**src/rtl/mc_sequencer_if.sv**
```systemverilog
// mc_sequencer_if: instruction fields, ALU flags and datapath controls between sequencer and datapath.
interface mc_sequencer_if;
    logic [3:0] Cond;
    logic [1:0] Op;
    logic [5:0] Funct;
    logic [3:0] Rd;
    logic [3:0] ALUFlags;
    logic [3:0] StatusRegister;
    logic       PCWrite;
    logic       AdrSrc;
    logic       MemWrite;
    logic       IRWrite;
    logic       RegWrite;
    logic [1:0] ResultSrc;
    logic       ALUSrcA;
    logic [1:0] ALUSrcB;
    logic [1:0] ImmSrc;
    logic [1:0] RegSrc;
    logic [3:0] ALUControl;
    logic [3:0] state_dbg;
    modport slave (
        input  Cond, Op, Funct, Rd, ALUFlags,
        output StatusRegister, PCWrite, AdrSrc, MemWrite, IRWrite, RegWrite,
               ResultSrc, ALUSrcA, ALUSrcB, ImmSrc, RegSrc, ALUControl, state_dbg
    );
    modport master (
        output Cond, Op, Funct, Rd, ALUFlags,
        input  StatusRegister, PCWrite, AdrSrc, MemWrite, IRWrite, RegWrite,
               ResultSrc, ALUSrcA, ALUSrcB, ImmSrc, RegSrc, ALUControl, state_dbg
    );
endinterface

```
**src/rtl/mc_sequencer.sv**
```systemverilog
// mc_sequencer: multicycle ARM control FSM with NZCV register, condition check and datapath control.
module mc_sequencer #(
    parameter logic [3:0] FLAG_RESET = 4'h0
) (
    input logic          clk,
    input logic          reset,
    mc_sequencer_if.slave bus
);
    localparam logic [3:0] FETCH    = 4'd0;
    localparam logic [3:0] DECODE   = 4'd1;
    localparam logic [3:0] MEMADR   = 4'd2;
    localparam logic [3:0] MEMREAD  = 4'd3;
    localparam logic [3:0] MEMWB    = 4'd4;
    localparam logic [3:0] MEMWRITE = 4'd5;
    localparam logic [3:0] EXECUTER = 4'd6;
    localparam logic [3:0] EXECUTEI = 4'd7;
    localparam logic [3:0] ALUWB    = 4'd8;
    localparam logic [3:0] BRANCH   = 4'd9;

    logic [3:0] state_q, state_d;
    logic [3:0] nzcv_q, nzcv_d;
    logic       cond_pass_q, cond_pass_d;
    logic       cond_ok;
    logic       n, z, c, v;
    logic [3:0] cmd;
    logic       is_cmp, is_arith, is_exec;
    logic [3:0] alu_dec;
    logic       reg_we, mem_we, pc_we, ir_we;

    assign {n, z, c, v} = nzcv_q;
    assign cmd      = bus.Funct[4:1];
    assign is_cmp   = cmd == 4'b1010;
    assign is_arith = cmd == 4'b0100 || cmd == 4'b0010 || is_cmp;
    assign is_exec  = state_q == EXECUTER || state_q == EXECUTEI;
    assign alu_dec  = cmd == 4'b0010 ? 4'h1 :
                      cmd == 4'b0000 ? 4'h2 :
                      cmd == 4'b1100 ? 4'h3 :
                      is_cmp         ? 4'h1 : 4'h0;

    always_comb begin
        case (bus.Cond)
            4'b0000: cond_ok = z;
            4'b0001: cond_ok = !z;
            4'b0010: cond_ok = c;
            4'b0011: cond_ok = !c;
            4'b0100: cond_ok = n;
            4'b0101: cond_ok = !n;
            4'b0110: cond_ok = v;
            4'b0111: cond_ok = !v;
            4'b1000: cond_ok = c && !z;
            4'b1001: cond_ok = !c || z;
            4'b1010: cond_ok = n == v;
            4'b1011: cond_ok = n != v;
            4'b1100: cond_ok = !z && (n == v);
            4'b1101: cond_ok = z || (n != v);
            4'b1110: cond_ok = 1'b1;
            default: cond_ok = 1'b0;
        endcase
    end

    always_ff @(posedge clk or posedge reset) begin
        if (reset) begin
            state_q     <= FETCH;
            nzcv_q      <= FLAG_RESET;
            cond_pass_q <= 1'b0;
        end else begin
            state_q     <= state_d;
            nzcv_q      <= nzcv_d;
            cond_pass_q <= cond_pass_d;
        end
    end

    always_comb begin
        state_d = FETCH;
        case (state_q)
            FETCH:    state_d = DECODE;
            DECODE:   state_d = bus.Op == 2'b01 ? MEMADR :
                                bus.Op == 2'b10 ? BRANCH :
                                bus.Op == 2'b11 ? FETCH  :
                                bus.Funct[5]    ? EXECUTEI : EXECUTER;
            MEMADR:   state_d = bus.Funct[0] ? MEMREAD : MEMWRITE;
            MEMREAD:  state_d = MEMWB;
            EXECUTER: state_d = ALUWB;
            EXECUTEI: state_d = ALUWB;
            default:  state_d = FETCH;
        endcase
    end

    // Flags commit only on the edge leaving an executed, flag-setting instruction.
    always_comb begin
        cond_pass_d = state_q == DECODE ? cond_ok : cond_pass_q;
        nzcv_d      = nzcv_q;
        if (is_exec && cond_pass_q && (bus.Funct[0] || is_cmp))
            nzcv_d = {bus.ALUFlags[3:2], is_arith ? bus.ALUFlags[1:0] : nzcv_q[1:0]};
    end

    always_comb begin
        pc_we          = 1'b0;
        ir_we          = 1'b0;
        reg_we         = 1'b0;
        mem_we         = 1'b0;
        bus.AdrSrc     = 1'b0;
        bus.ResultSrc  = 2'b00;
        bus.ALUSrcA    = 1'b0;
        bus.ALUSrcB    = 2'b00;
        bus.ALUControl = 4'h0;
        case (state_q)
            FETCH: begin
                ir_we         = 1'b1;
                pc_we         = 1'b1;
                bus.ALUSrcA   = 1'b1;
                bus.ALUSrcB   = 2'b10;
                bus.ResultSrc = 2'b10;
            end
            DECODE: begin
                bus.ALUSrcA   = 1'b1;
                bus.ALUSrcB   = 2'b10;
                bus.ResultSrc = 2'b10;
            end
            MEMADR:   bus.ALUSrcB = 2'b01;
            MEMREAD:  bus.AdrSrc = 1'b1;
            MEMWB: begin
                bus.ResultSrc = 2'b01;
                reg_we        = cond_pass_q;
                pc_we         = cond_pass_q && bus.Rd == 4'd15;
            end
            MEMWRITE: begin
                bus.AdrSrc = 1'b1;
                mem_we     = cond_pass_q;
            end
            EXECUTER: bus.ALUControl = alu_dec;
            EXECUTEI: begin
                bus.ALUSrcB    = 2'b01;
                bus.ALUControl = alu_dec;
            end
            ALUWB: begin
                reg_we = cond_pass_q && !is_cmp;
                pc_we  = cond_pass_q && !is_cmp && bus.Rd == 4'd15;
            end
            BRANCH: begin
                bus.ALUSrcB   = 2'b01;
                bus.ResultSrc = 2'b10;
                pc_we         = cond_pass_q;
            end
            default: ;
        endcase
    end

    assign bus.PCWrite        = pc_we && !reset;
    assign bus.IRWrite        = ir_we && !reset;
    assign bus.RegWrite       = reg_we && !reset;
    assign bus.MemWrite       = mem_we && !reset;
    assign bus.StatusRegister = nzcv_q;
    assign bus.ImmSrc         = bus.Op;
    assign bus.RegSrc         = {bus.Op == 2'b10, bus.Op == 2'b01};
    assign bus.state_dbg      = state_q;
endmodule

```
**src/flat_wrapper.sv**
```systemverilog
// flat-port wrapper written by rule: the top's interface ports become plain ports
module mc_sequencer_flat 
#(
    parameter logic [3:0] FLAG_RESET = 4'h0
)
  (clk, reset, bus_Cond, bus_Op, bus_Funct, bus_Rd, bus_ALUFlags, bus_StatusRegister, bus_PCWrite, bus_AdrSrc, bus_MemWrite, bus_IRWrite, bus_RegWrite, bus_ResultSrc, bus_ALUSrcA, bus_ALUSrcB, bus_ImmSrc, bus_RegSrc, bus_ALUControl, bus_state_dbg);
  mc_sequencer_if bus_i ();
  input logic clk;
  input logic reset;
  input wire logic [$bits(bus_i.Cond)-1:0] bus_Cond;
  input wire logic [$bits(bus_i.Op)-1:0] bus_Op;
  input wire logic [$bits(bus_i.Funct)-1:0] bus_Funct;
  input wire logic [$bits(bus_i.Rd)-1:0] bus_Rd;
  input wire logic [$bits(bus_i.ALUFlags)-1:0] bus_ALUFlags;
  output wire logic [$bits(bus_i.StatusRegister)-1:0] bus_StatusRegister;
  output wire logic [$bits(bus_i.PCWrite)-1:0] bus_PCWrite;
  output wire logic [$bits(bus_i.AdrSrc)-1:0] bus_AdrSrc;
  output wire logic [$bits(bus_i.MemWrite)-1:0] bus_MemWrite;
  output wire logic [$bits(bus_i.IRWrite)-1:0] bus_IRWrite;
  output wire logic [$bits(bus_i.RegWrite)-1:0] bus_RegWrite;
  output wire logic [$bits(bus_i.ResultSrc)-1:0] bus_ResultSrc;
  output wire logic [$bits(bus_i.ALUSrcA)-1:0] bus_ALUSrcA;
  output wire logic [$bits(bus_i.ALUSrcB)-1:0] bus_ALUSrcB;
  output wire logic [$bits(bus_i.ImmSrc)-1:0] bus_ImmSrc;
  output wire logic [$bits(bus_i.RegSrc)-1:0] bus_RegSrc;
  output wire logic [$bits(bus_i.ALUControl)-1:0] bus_ALUControl;
  output wire logic [$bits(bus_i.state_dbg)-1:0] bus_state_dbg;
  assign bus_i.Cond = bus_Cond;
  assign bus_i.Op = bus_Op;
  assign bus_i.Funct = bus_Funct;
  assign bus_i.Rd = bus_Rd;
  assign bus_i.ALUFlags = bus_ALUFlags;
  assign bus_StatusRegister = bus_i.StatusRegister;
  assign bus_PCWrite = bus_i.PCWrite;
  assign bus_AdrSrc = bus_i.AdrSrc;
  assign bus_MemWrite = bus_i.MemWrite;
  assign bus_IRWrite = bus_i.IRWrite;
  assign bus_RegWrite = bus_i.RegWrite;
  assign bus_ResultSrc = bus_i.ResultSrc;
  assign bus_ALUSrcA = bus_i.ALUSrcA;
  assign bus_ALUSrcB = bus_i.ALUSrcB;
  assign bus_ImmSrc = bus_i.ImmSrc;
  assign bus_RegSrc = bus_i.RegSrc;
  assign bus_ALUControl = bus_i.ALUControl;
  assign bus_state_dbg = bus_i.state_dbg;
  mc_sequencer #(.FLAG_RESET(FLAG_RESET)) u_core (.clk(clk), .reset(reset), .bus(bus_i));
endmodule
```
**config.mk**
```make
export PLATFORM = sky130hd
export DESIGN_NAME = mc_sequencer_flat
export DESIGN_NICKNAME = d
export VERILOG_FILES = /design/src/rtl/mc_sequencer_if.sv /design/src/rtl/mc_sequencer.sv /design/src/flat_wrapper.sv
export SDC_FILE = /design/constraint.sdc
export NUM_CORES = 1
export LEC_CHECK = 0
export ABC_AREA = 1
export CAP_MARGIN = 10
export CORE_AREA = 2 2 56 58
export CTS_BUF_LIST = sky130_fd_sc_hd__clkbuf_2
export DETAILED_ROUTE_END_ITERATION = 6
export DIE_AREA = 0 0 58 60
export PLACE_DENSITY = 0.67
export SETUP_SLACK_MARGIN = 0.4
export SYNTH_ARGS = -nofsm -noshare
export SYNTH_HDL_FRONTEND = slang
export SYNTH_SLANG_ARGS = --single-unit
```
**constraint.sdc**
```tcl
create_clock -name clk -period 1.5 [get_ports clk]
set_clock_uncertainty 0.05 [all_clocks]
set_input_delay 0.3 -clock clk [delete_from_list [all_inputs] [get_ports clk]]
set_output_delay 0.3 -clock clk [all_outputs]
set_load 0.05 [all_outputs]
```
Word-level counts from Yosys, hierarchy flattened
Cells that the tools add are included.

Flip-flop bits (word level): 9. Logic and storage cells: 89.

Eq/ne operators: 33. Multiplexer cells: 20. Reductions and logical operators: 32.

Operators by type and width (number): 4-bit equality test (second input constant) (12); 4-bit by 3-bit equality test with 1-bit output (second input constant) (9); 4-bit 2-to-1 mux (7); 4-bit by 2-bit equality test with 1-bit output (second input constant) (5); 4-bit case mux with 5 select lines (1); 1-bit case mux with 15 select lines (1); 4-bit zero test (3); 1-bit logical AND (11); 4-bit by 1-bit equality test with 1-bit output (second input constant) (2); 2-bit case mux with 2 select lines (2); 1-bit zero test (6); 1-bit logical OR (6); 1-bit 2-to-1 mux (6); 2-bit OR reduction (3); 3-bit OR reduction (2); 2-bit equality test (second input constant) (2); 1-bit case mux with 4 select lines (1); 3-bit 2-to-1 mux (1); 2-bit by 1-bit equality test with 1-bit output (second input constant) (1); 1-bit case mux with 2 select lines (1); 2-bit AND reduction (1); 1-bit equality test (1); 1-bit inequality test (1).

Depth between registers and ports, before layout
Gate-level depths: netlist of the first run.

Depth in word-level cells: 6. Mapped depth: 10. Depth with buffers taken out: 10.

Worst setup path after synthesis of the first run
No wires, ideal clock.

Path kind: register to output. Start point: register u_core.state_q[2] (netlist: u_core.bus.state_dbg[2]). End point: output bus_ALUSrcB[0]. Data arrival time: 2.756 ns. Required time: 1.150 ns. Path slack: -1.606 ns. Stages on the path, launching flop included: 5. Path through: dfrtp_1 inv_2 nor2_4 inv_1 o311ai_0.

Word-level cells in the longest chain between the ends: 3. Elaborated cells on any way between the ends: 8.

Ends and longest elaborated chain: start, declared (line mc_sequencer.sv:20) `logic [3:0] state_q, state_d;`; start signal, assigned (line mc_sequencer.sv:67) `state_q <= state_d;`; 4-bit equality test, or another cell as far along (line mc_sequencer.sv:107) `case (state_q)`; 3-bit OR reduction (no line) or 2-bit OR reduction (tied branches); 2-bit case mux with 2 select lines * (line mc_sequencer.sv:107); end, declared (line flat_wrapper.sv:23) `output wire logic [$bits(bus_i.ALUSrcB)-1:0] bus_ALUSrcB;`.

Every way passes the cells marked *; elsewhere a longest branch is shown, timed or not.

Final worst setup path of the first run
Start point: register u_core.state_q[1] (netlist: u_core.bus.state_dbg[1]). End point: output bus_PCWrite.

Word-level cells in the longest chain between the ends: 3. Elaborated cells on any way between the ends: 6.

Ends and longest elaborated chain: 4-bit equality test, or another cell as far along (line mc_sequencer.sv:107); 1-bit case mux with 4 select lines * (line mc_sequencer.sv:107); 1-bit logical AND * (line mc_sequencer.sv:149) `assign bus.PCWrite = pc_we && !reset;`; end, declared (line flat_wrapper.sv:16) `output wire logic [$bits(bus_i.PCWrite)-1:0] bus_PCWrite;`.

Marked as above.

==> results by group, run 1 <==
Worst setup path
  • Arr. time, crit path: about 1.6 ns
  • R2R Path End: u_core.bus.StatusRegister[0]$_DFFE_PP0P_
  • Critical Path, Cell by Cell: inv_4, nand2_4, nor2_4, nor2_1, o21ai_1, nand2_1, o21ai_4, buf_12
  • Crit path launch type: flip-flop
  • CP Class: flip-flop to output port
  • CP required: between 1 and 1.5 ns
  • Setup slack on the worst flop-to-flop path: -0.08 ns
  • Worst reg2reg path depth: 9
  • CP max stage cell: dfrtp_4
  • CP Max Fanout: 4
  • FF-to-FF Start: u_core.bus.state_dbg[3]$_DFF_PP0_
  • Endpoint type of the worst setup path: output port
  • Crit-path max cell delay: between 0.5 and 0.6 ns

Logic synthesis
  • Ys Warns: 0
  • Post-Synth XOR/XNOR Area: 0
  • Main combinational cell family by area after synthesis: simple AND/OR/NAND/NOR gates
  • Post-synth top area cell: dfrtp_1
  • Post-Syn Area per Cell: just under 6 µm²
  • FF+latch count, synth: 9
  • Compound-gate portion of the synthesized area: 0.131
  • Post-synthesis cell type count: 24
  • Largest cells by area after synthesis: dfrtp_1, nand2_1, inv_1
  • Cell area after synthesis: a little under 900 µm²
  • Post-synthesis mux area share: 0
  • Simple-gate share of the synthesized area: 0.453
  • Top cell type's share of synthesized area: 0.259
  • Sequential-to-total area share from yosys stat: 0.259
  • Synth Area in Adders: 0
  • Mapped Cells: around 150

Clocking
  • CTS Hold Bufs: 0
  • CTS tree: built
  • Clk Latency, worst-skew pair: 0.26 ns
  • Clock transition at the registers of the reported paths: between 0.1 and 0.15 ns
  • Root Driver: clkbuf_2
  • Num CTS Buffers: 3
  • Num Clock Sinks: 9
  • CTS Buffer Depth: 2
  • H-tree lvl count: 1

Timing
  • Post-route setup slack: -0.415 ns
  • Final hold violation count: 0
  • Endpoints failing setup: 20
  • F_max: approximately 520 MHz
  • Setup TNS: -4.27 ns
  • RSZ-0062 raised after global routing: true
  • Final worst path period share: 1.28
  • Final Max Slew Viols: 0
  • Min Clock Period, post-route: 1.91 ns

Job
  • Max-Cap Viols: 0

Global routing
  • Overflow after GRT: 0
  • First-pass GRT wire length: roughly 5600 µm
  • Vias in the first global route: approximately 1,300
  • GRT Total Usage: 0.210
  • Initial antenna violation count: 0
  • Largest net degree at the start of global routing: 10

Power
  • Tot Pwr: between 4 and 5 mW
  • VDD IR max: 2.32 mV
  • Leakage: 1.09 nW
  • Cell Pwr Density: about 1900 nW/µm²

Final layout
  • Commonest non-fill, non-tap cell in the layout: nand2_1
  • Area growth from synthesis to layout: 171%
  • Number of nets in the layout: around 270
  • Final non-filler cell total: 276
  • Share of cells above drive strength 1: 0.593
  • Most frequent cells in the layout: nand2_1, buf_4, buf_6, buf_12, inv_1
  • Antenna Cells: 0

Drt
  • Vias/cell: a little over 5
  • Remaining DRCs: 0
  • DR pass1 iterations: 4
  • Initial DRC Count: 38
  • Final WL: around 4500 µm
  • Vias: approximately 1,400
  • ANT nets after route: 0
  • WL/cell: approximately 16 µm

Placed design
  • Port Buf Inserts: 45
  • Post-Place Setup Slack: -0.378 ns
  • Placed Cells: roughly 250
  • GP Congestion: between 0.8 and 0.9
  • DP HPWL: ~2500 µm

Worst hold path
  • Worst Hold Class: primary input to flip-flop
  • Min-delay src: bus_Op[1]
  • Hold EP: u_core.bus.state_dbg[2]$_DFF_PP0_
  • Hold path depth: 4

Status
  • Failing checks: setup timing
  • Outcome: finished with violations

Floorplan
  • Die area: around 3500 µm²
  • Boundary pin count: between 40 and 50
  • Starting Density: 0.300
  • Die Wd: ~58 µm
  • Die H: ~60 µm
  • CORE AREA: slightly below 3000 µm²
  • Rows: 20
[report_power, final]
part | switching, mW | internal (mW) | total, mW
combinational | 2.01 | 1.83 | 3.85
sequential | 0.138 | 0.348 | 0.487
clock | 0.102 | 0.0708 | 0.173
total | 2.25 | 2.25 | 4.51
[kinds of logic (layout without fill, tap and decap cells)]
kind of cell,after synthesis,count (layout)
DFF,9,9
AOI/OAI and AO/OA,18,18
buffers and inverters,31,126
other,1,2
and+or+nand+nor,88,88
[per-layer routing]
layer,part of all wire,vias to the layer above,GRT usage
met3,0.052,21,0.0411
met2,0.54,73,0.394
met1,0.36,672,0.235
met5,0,-,0
li1,-,657,-
met4,0.049,0,0.0764
[worst max-delay path by stage]
stage	from	endpoint	slack, ns	depth (start not counted)
finish	u_core.bus.state_dbg[1]$_DFF_PP0_	bus_PCWrite	-0.41	8
global route	u_core.bus.state_dbg[1]$_DFF_PP0_	bus_PCWrite	-0.53	8
CTS	u_core.bus.state_dbg[1]$_DFF_PP0_	bus_PCWrite	-0.38	8
detailed placement	bus_Funct[2]	bus_ALUControl[0]	-0.38	5
global placement	bus_Funct[2]	bus_ALUControl[0]	-0.29	5
floorplan	u_core.bus.state_dbg[2]$_DFF_PP0_	bus_ALUSrcB[0]	-0.40	4
[layout make-up]
class / count / area (µm²)
timing repair buffer: 96 / 1160
multi-input combinational: 108 / 791
fill: 171 / 551
sequential: 9 / 238
inverter: 26 / 105
tap: 33 / 41.3
clock buffer: 4 / 20.0
[stage by stage]
step	utilization	hold WS [ns]	instance area, µm²
after detailed placement	0.661	0.425	1920
after floorplan	-	0.0775	1010
final	0.810	0.312	2350
after CTS	0.737	0.308	2140
after global placement	0.661	0.421	1920
after global routing	0.810	0.306	2350
[critical path: cells and delay by family (launching register included)]
family | cells | cell delay (ns)
AND/OR/NAND/NOR | 4 | 0.32
buffers and inverters | 2 | 0.24
AO/OA/AOI/OAI | 2 | 0.21
flip-flops | 1 | 0.54
[synthesized netlist by cell type (all sizes together)]
cell,n
nor2,25
nand3b,2
o21ai,6
nand2,43
a21boi,1
o22ai,2
inv,26
a21oi,6
o211ai,1
buf,5
nand4,1
o311ai,1
dfrtp,9
a31oi,1
nand3,17
conb,1
[what timing repair did]
item                       in CTS  in global routing
pin swaps                      10                 16
buffers inserted                8                 15
resized for setup              60                 24
setup endpoints to repair      33                 31
hold endpoints to repair        0                  0
[flip-flops by register name, indices dropped and copies added, names as in the netlist]
signal                     count
u_core.bus.state_dbg           4
u_core.cond_pass_q             1
u_core.bus.StatusRegister      4
(Power assumes the default switching activity.)
==> run 2, diff against run 1 <==
Settings changed: DONT_BUFFER_PORTS set to 1, PLACE_DENSITY 0.67 to 0.45.
==> run 2 against run 1 <==
Against the previous run:
- the run still ends with setup timing left
- die area stayed put
- design area decreased by 23%
- utilization fell by 18 points
- setup slack improved by 0.0015 ns
==> results by group, run 2 (synthesis gave the netlist of run 1 again) <==
Clocking
  • Num Clock Sinks: 9 (unchanged)
  • H-tree lvl count: 1 (unchanged)
  • CTS tree: built (unchanged)
  • CTS Buffer Depth: 2 (unchanged)
  • Clk Latency, worst-skew pair: 0.25 ns (was 0.26 ns)
  • Clock transition at the registers of the reported paths: 0.09 ns (was 0.11 ns)
  • Num CTS Buffers: 3 (unchanged)
  • Root Driver: clkbuf_2 (unchanged)

Drt
  • WL/cell: 14.2 µm (was 16.4 µm)
  • Remaining DRCs: 0 (unchanged)
  • Vias: 1,155 (was 1,423)
  • DR pass1 iterations: 4 (unchanged)
  • ANT nets after route: 0 (unchanged)
  • Vias/cell: 4.96 (was 5.16)
  • Initial DRC Count: 51 (was 38)
  • Final WL: 3310 µm (was 4530 µm)

Floorplan
  • CORE AREA: 2900 µm² (unchanged)
  • Rows: 20 (unchanged)
  • Die Wd: 58 µm (unchanged)
  • Die H: 60 µm (unchanged)
  • Starting Density: 0.300 (unchanged)
  • Die area: 3480 µm² (unchanged)
  • Boundary pin count: 48 (unchanged)

Power
  • Cell Pwr Density: 2050 nW/µm² (was 1920 nW/µm²)
  • Cell-internal power: 1.73 mW (was 2.25 mW)
  • Leakage: 0.850 nW (was 1.09 nW)
  • Sequential power share: 0.125 (was 0.108)
  • Part of the power in combinational logic: 0.832 (was 0.854)
  • VDD IR max: 1.89 mV (was 2.32 mV)
  • Clk network pwr share: 0.043 (was 0.038)
  • Tot Pwr: 3.72 mW (was 4.51 mW)
  • Sw Pwr: 2.00 mW (was 2.25 mW)
  • Switch share: 0.536 (was 0.500)

Timing
  • Final worst path period share: 1.28 (about the same)
  • RSZ-0062 raised after global routing: true (unchanged)
  • Endpoints failing setup: 16 (was 20)
  • Final hold violation count: 0 (unchanged)
  • F_max: 523 MHz (was 522 MHz)
  • Final Max Slew Viols: 0 (unchanged)
  • Worst hold slack: 0.102 ns (was 0.312 ns)
  • Min Clock Period, post-route: 1.91 ns (about the same)
  • Post-route setup slack: -0.413 ns (was -0.415 ns)

Global routing
  • GRT Total Usage: 0.185 (was 0.210)
  • First-pass GRT wire length: 4820 µm (was 5640 µm)
  • Initial antenna violation count: 0 (unchanged)
  • Vias in the first global route: 1,130 (was 1,341)
  • Overflow after GRT: 0 (unchanged)
  • Largest net degree at the start of global routing: 10 (unchanged)

Job
  • Max-Cap Viols: 0 (unchanged)

Worst setup path
  • CP startpoint: u_core.bus.state_dbg[1]$_DFF_PP0_ (unchanged)
  • Arr. time, crit path: 1.56 ns (about the same)
  • Worst reg2reg path depth: 10 (was 9)
  • Crit-path max cell delay: 0.51 ns (was 0.54 ns)
  • R2R Path End: u_core.bus.StatusRegister[0]$_DFFE_PP0P_ (unchanged)
  • Crit path launch type: flip-flop (unchanged)
  • FF-to-FF Start: u_core.bus.state_dbg[3]$_DFF_PP0_ (unchanged)
  • Critical Path, Cell by Cell: inv_4, nand2_4, nor2_4, buf_6, a31oi_1, nand2_1, o21ai_4, buf_12 (was inv_4, nand2_4, nor2_4, nor2_1, o21ai_1, nand2_1, o21ai_4, buf_12)
  • CP max stage cell: dfrtp_4 (unchanged)
  • CP Class: flip-flop to output port (unchanged)
  • Setup slack on the worst flop-to-flop path: -0.11 ns (was -0.08 ns)
  • CP Max Fanout: 3 (was 4)
  • CP required: 1.15 ns (about the same)
  • Endpoint type of the worst setup path: output port (unchanged)

Placed design
  • Post-Place Setup Slack: -0.151 ns (was -0.378 ns)
  • GP Congestion: 0.865 (was 0.860)
  • DP HPWL: 2180 µm (was 2540 µm)
  • Port Buf Inserts: 0 (was 45)
  • Placed Cells: 206 (was 249)

Final layout
  • Register Area: 238 µm² (unchanged)
  • Multi-input logic area: 795 µm² (was 791 µm²)
  • Share of cells above drive strength 1: 0.610 (was 0.593)
  • Most frequent cells in the layout: nand2_1, buf_4, buf_6 (was nand2_1, buf_4, buf_6, buf_12, inv_1)
  • Number of nets in the layout: 223 (was 266)
  • Antenna Cells: 0 (unchanged)
  • Fillcell total: 263 (was 171)
  • Area growth from synthesis to layout: 109% (was 171%)
  • Commonest non-fill, non-tap cell in the layout: nand2_1 (unchanged)
  • Final non-filler cell total: 233 (was 276)
  • Core Util, Final: 0.625 (was 0.810)

Worst hold path
  • Worst Hold Class: primary input to flip-flop (unchanged)
  • Hold path depth: 1 (was 4)
  • Hold EP: u_core.bus.state_dbg[1]$_DFF_PP0_ (was u_core.bus.state_dbg[2]$_DFF_PP0_)
  • Min-delay src: bus_Op[1] (unchanged)

Status
  • Failing checks: setup timing (unchanged)
  • Outcome: finished with violations (unchanged)
-- run 2: changes by cell type in the layout (fill, tap and decap cells not counted), moves of 4 or more --
cell and delta:
buf_12 -16, buf_4 -7, buf_6 -8, buf_8 +6
clkdlybuf4s50_1 -11, dlygate4sd2_1 -7, nand2_1 -4, nand2_2 +4
-- run 2: final cells by class --
| type | count | area share |
|---|---|---|
| Timing Repair Buffer | 53 | 0.338 |
| Sequential cell | 9 | 0.131 |
| Multi-Input combinational cell | 108 | 0.438 |
| Tap cell | 33 | 0.0227 |
| Inverter | 26 | 0.0600 |
| Clock buffer | 4 | 0.0110 |
-- run 2: stage by stage --
step | TNS [ns] | instance area (µm²)
2_1_floorplan | -2.01 | 1010
3_3_place_gp | -0.271 | 1330
3_5_place_dp | -0.320 | 1330
4_1_cts | -3.33 | 1680
5_1_grt | -5.53 | 1820
6_report | -4.14 | 1820
-- run 2: routing by layer --
| metal | vias up | wire length, µm | global-route usage |
|---|---|---|---|
| li1 | 561 | - | - |
| met1 | 538 | 1120 | 0.170 |
| met4 | 0 | 100 | 0.0698 |
| met2 | 43 | 1910 | 0.380 |
| met3 | 13 | 172 | 0.0498 |
| met5 | - | 0 | 0 |
-- run 2: worst max path at each step --
stage	to	slack, ns	depth (start not counted)
after floorplan	bus_ALUSrcB[0]	-0.40	4
after global placement	bus_PCWrite	-0.13	8
after detailed placement	bus_PCWrite	-0.15	8
after CTS	bus_PCWrite	-0.36	8
after global routing	bus_PCWrite	-0.50	8
final	bus_PCWrite	-0.41	8
-- run 2: power by group through the flow --
stage                     clock network (mW)  registers, mW  logic (mW)
after floorplan                            0          0.715        1.19
after global placement                     0          0.441        2.18
after detailed placement                   0          0.445        2.19
after CTS                              0.157          0.453        2.88
after global routing                   0.178          0.473        3.26
final                                  0.159          0.465        3.10
-- run 2: timing repair --
| item | in CTS | in global routing |
|---|---|---|
| pin swaps | 17 | 11 |
| setup buffers | 12 | 10 |
| hold buffers | 1 | 0 |
| setup endpoints to repair | 29 | 29 |
| resized for setup | 55 | 19 |
| endpoints found under the hold margin | 9 | 0 |
-- run 2: worst max-delay path, delay by kind of cell (launching register included) --
family	cells	cell delay, ns
buf+inv	3	0.34
simple gates	3	0.29
compound gates	2	0.16
flops	1	0.51
==> run 3, diff against run 2 <==
Settings changed: HOLD_SLACK_MARGIN set to 0.03, SKIP_CTS_REPAIR_TIMING set to 1, SLEW_MARGIN set to 10.
==> run 3 against run 2 <==
Against the previous run:
- the run still ends with setup timing left
- sequential share of layout area rose by 2.3 points
- critical path depth unchanged
- setup slack better by 0.012 ns
- die area is the same
- worst hold slack got worse by 0.015 ns
- combinational power is 17% lower
- wire length decreased by 18%
- via count fell by 9.5%
- maximum frequency is 0.63% higher
- sequential power about the same
- highest routed layer unchanged
- sequential cell count unchanged
==> results by group, run 3 (synthesis gave the netlist of run 1 again) <==
Status
  • Outcome: finished with violations (unchanged)
  • Failing checks: setup timing (unchanged)

Power
  • Cell-internal power: 1.42 mW (was 1.73 mW)
  • Sw Pwr: 1.78 mW (was 2.00 mW)
  • Clk network pwr share: 0.049 (was 0.043)
  • Cell Pwr Density: 2070 nW/µm² (was 2050 nW/µm²)
  • Switch share: 0.556 (was 0.536)
  • Sequential power share: 0.146 (was 0.125)
  • VDD IR max: 1.35 mV (was 1.89 mV)
  • Part of the power in combinational logic: 0.805 (was 0.832)
  • Leakage: 0.715 nW (was 0.850 nW)

Worst setup path
  • Critical Path, Cell by Cell: inv_4, nand2_4, nor2_4, buf_6, a31oi_1, nand2_1, o21ai_4, buf_12 (unchanged)
  • Crit path launch type: flip-flop (unchanged)
  • R2R Path End: u_core.bus.state_dbg[0]$_DFF_PP0_ (was u_core.bus.StatusRegister[0]$_DFFE_PP0P_)
  • Arr. time, crit path: 1.55 ns (was 1.56 ns)
  • Endpoint type of the worst setup path: output port (unchanged)
  • CP startpoint: u_core.bus.state_dbg[1]$_DFF_PP0_ (unchanged)
  • CP max stage cell: dfrtp_4 (unchanged)
  • CP required: 1.15 ns (about the same)
  • CP Class: flip-flop to output port (unchanged)
  • Worst reg2reg path depth: 7 (was 10)
  • Crit-path max cell delay: 0.52 ns (was 0.51 ns)
  • FF-to-FF Start: u_core.bus.state_dbg[3]$_DFF_PP0_ (unchanged)
  • CP Max Fanout: 4 (was 3)
  • Setup slack on the worst flop-to-flop path: 0.08 ns (was -0.11 ns)

Drt
  • Vias: 1,045 (was 1,155)
  • Initial DRC Count: 61 (was 51)
  • Final WL: 2730 µm (was 3310 µm)
  • WL/cell: 12.6 µm (was 14.2 µm)
  • Vias/cell: 4.82 (was 4.96)
  • DR pass1 iterations: 6 (was 4)
  • Remaining DRCs: 0 (unchanged)
  • ANT nets after route: 0 (unchanged)

Final layout
  • Number of nets in the layout: 207 (was 223)
  • Area growth from synthesis to layout: 77.4% (was 109%)
  • Most frequent cells in the layout: nand2_1, buf_4, inv_1 (was nand2_1, buf_4, buf_6)
  • Final non-filler cell total: 217 (was 233)
  • Commonest non-fill, non-tap cell in the layout: nand2_1 (unchanged)
  • Share of cells above drive strength 1: 0.522 (was 0.610)
  • Antenna Cells: 0 (unchanged)

Placed design
  • DP HPWL: 2180 µm (unchanged)
  • Placed Cells: 206 (unchanged)
  • Post-Place Setup Slack: -0.151 ns (unchanged)
  • Port Buf Inserts: 0 (unchanged)
  • GP Congestion: 0.865 (unchanged)

Timing
  • Min Clock Period, post-route: 1.90 ns (was 1.91 ns)
  • F_max: 526 MHz (was 523 MHz)
  • Endpoints failing setup: 12 (was 16)
  • Final hold violation count: 0 (unchanged)
  • Final Max Slew Viols: 0 (unchanged)
  • Final worst path period share: 1.27 (was 1.28)
  • RSZ-0062 raised after global routing: true (unchanged)
  • Post-route setup slack: -0.401 ns (was -0.413 ns)

Worst hold path
  • Hold path depth: 1 (unchanged)
  • Worst Hold Class: primary input to flip-flop (unchanged)
  • Min-delay src: bus_Op[1] (unchanged)
  • Hold EP: u_core.bus.state_dbg[1]$_DFF_PP0_ (unchanged)

Floorplan
  • Die Wd: 58 µm (unchanged)
  • CORE AREA: 2900 µm² (unchanged)
  • Die H: 60 µm (unchanged)
  • Die area: 3480 µm² (unchanged)
  • Boundary pin count: 48 (unchanged)
  • Rows: 20 (unchanged)
  • Starting Density: 0.300 (unchanged)

Clocking
  • CTS Buffer Depth: 2 (unchanged)
  • Num Clock Sinks: 9 (unchanged)
  • Clk Latency, worst-skew pair: 0.25 ns (about the same)
  • H-tree lvl count: 1 (unchanged)
  • Clock transition at the registers of the reported paths: 0.10 ns (was 0.09 ns)
  • CTS tree: built (unchanged)
  • Num CTS Buffers: 3 (unchanged)
  • Root Driver: clkbuf_2 (unchanged)

Global routing
  • First-pass GRT wire length: 4040 µm (was 4820 µm)
  • GRT Total Usage: 0.152 (was 0.185)
  • Initial antenna violation count: 0 (unchanged)
  • Overflow after GRT: 0 (unchanged)
  • Largest net degree at the start of global routing: 10 (unchanged)
  • Vias in the first global route: 994 (was 1,130)

Job
  • Max-Cap Viols: 0 (unchanged)
==> run 3: cell types whose count changed in the layout (fill, tap and decap cells not counted), moves of 2 or more <==
| cell | previous run | this run |
|---|---|---|
| nand3_1 | 10 | 13 |
| nand2_8 | 3 | 1 |
| nand3_2 | 5 | 3 |
| nand2_1 | 27 | 32 |
| nand2_2 | 9 | 6 |
| buf_6 | 16 | 3 |
==> run 3: metrics by stage <==
step	setup TNS [ns]	power, mW	cell area, µm²	hold WS, ns	util
after floorplan	-2.01	1.91	1010	0.0775	-
after global routing	-4.04	3.37	1540	0.0767	0.531
after CTS	-3.19	2.80	1350	-0.144	0.466
after global placement	-0.271	2.62	1330	0.136	0.459
after detailed placement	-0.320	2.64	1330	0.134	0.459
final	-3.05	3.19	1540	0.0874	0.531
==> run 3: area by class of cell <==
class | count | area [µm²]
Clock buffer | 4 | 20.0
Multi-Input combinational cell | 108 | 713
Timing Repair Buffer | 37 | 424
Sequential cell | 9 | 238
Tap cell | 33 | 41.3
Fill cell | 288 | 1360
Inverter | 26 | 106
==> run 3: worst max path at each step <==
| stage | endpoint | slack, ns | cells past startpoint |
|---|---|---|---|
| 2_1_floorplan | bus_ALUSrcB[0] | -0.40 | 4 |
| 3_3_place_gp | bus_PCWrite | -0.13 | 8 |
| 3_5_place_dp | bus_PCWrite | -0.15 | 8 |
| 4_1_cts | bus_PCWrite | -0.44 | 8 |
| 5_1_grt | bus_PCWrite | -0.52 | 8 |
| 6_report | bus_PCWrite | -0.40 | 8 |
==> run 3: critical path: cells and delay by family (launching register included) <==
kind | cells | cell delay [ns]
AND/OR/NAND/NOR | 3 | 0.31
flip-flops | 1 | 0.52
buffers and inverters | 3 | 0.33
AO/OA/AOI/OAI | 2 | 0.14
==> run 3: per-layer routing <==
metal / part of all wire / GRT usage / vias to the layer above
met3: 0.049 / 0.0411 / 4
li1: - / - / 529
met5: 0 / 0 / -
met1: 0.36 / 0.150 / 484
met4: 0.012 / 0.0365 / 0
met2: 0.58 / 0.308 / 28
==> run 3: power groups by stage <==
stage,Clock (mW),Combinational (mW),Sequential [mW]
2_1_floorplan,0,1.19,0.715
3_3_place_gp,0,2.18,0.441
3_5_place_dp,0,2.19,0.445
4_1_cts,0.157,2.20,0.443
5_1_grt,0.170,2.72,0.480
6_report,0.156,2.57,0.468
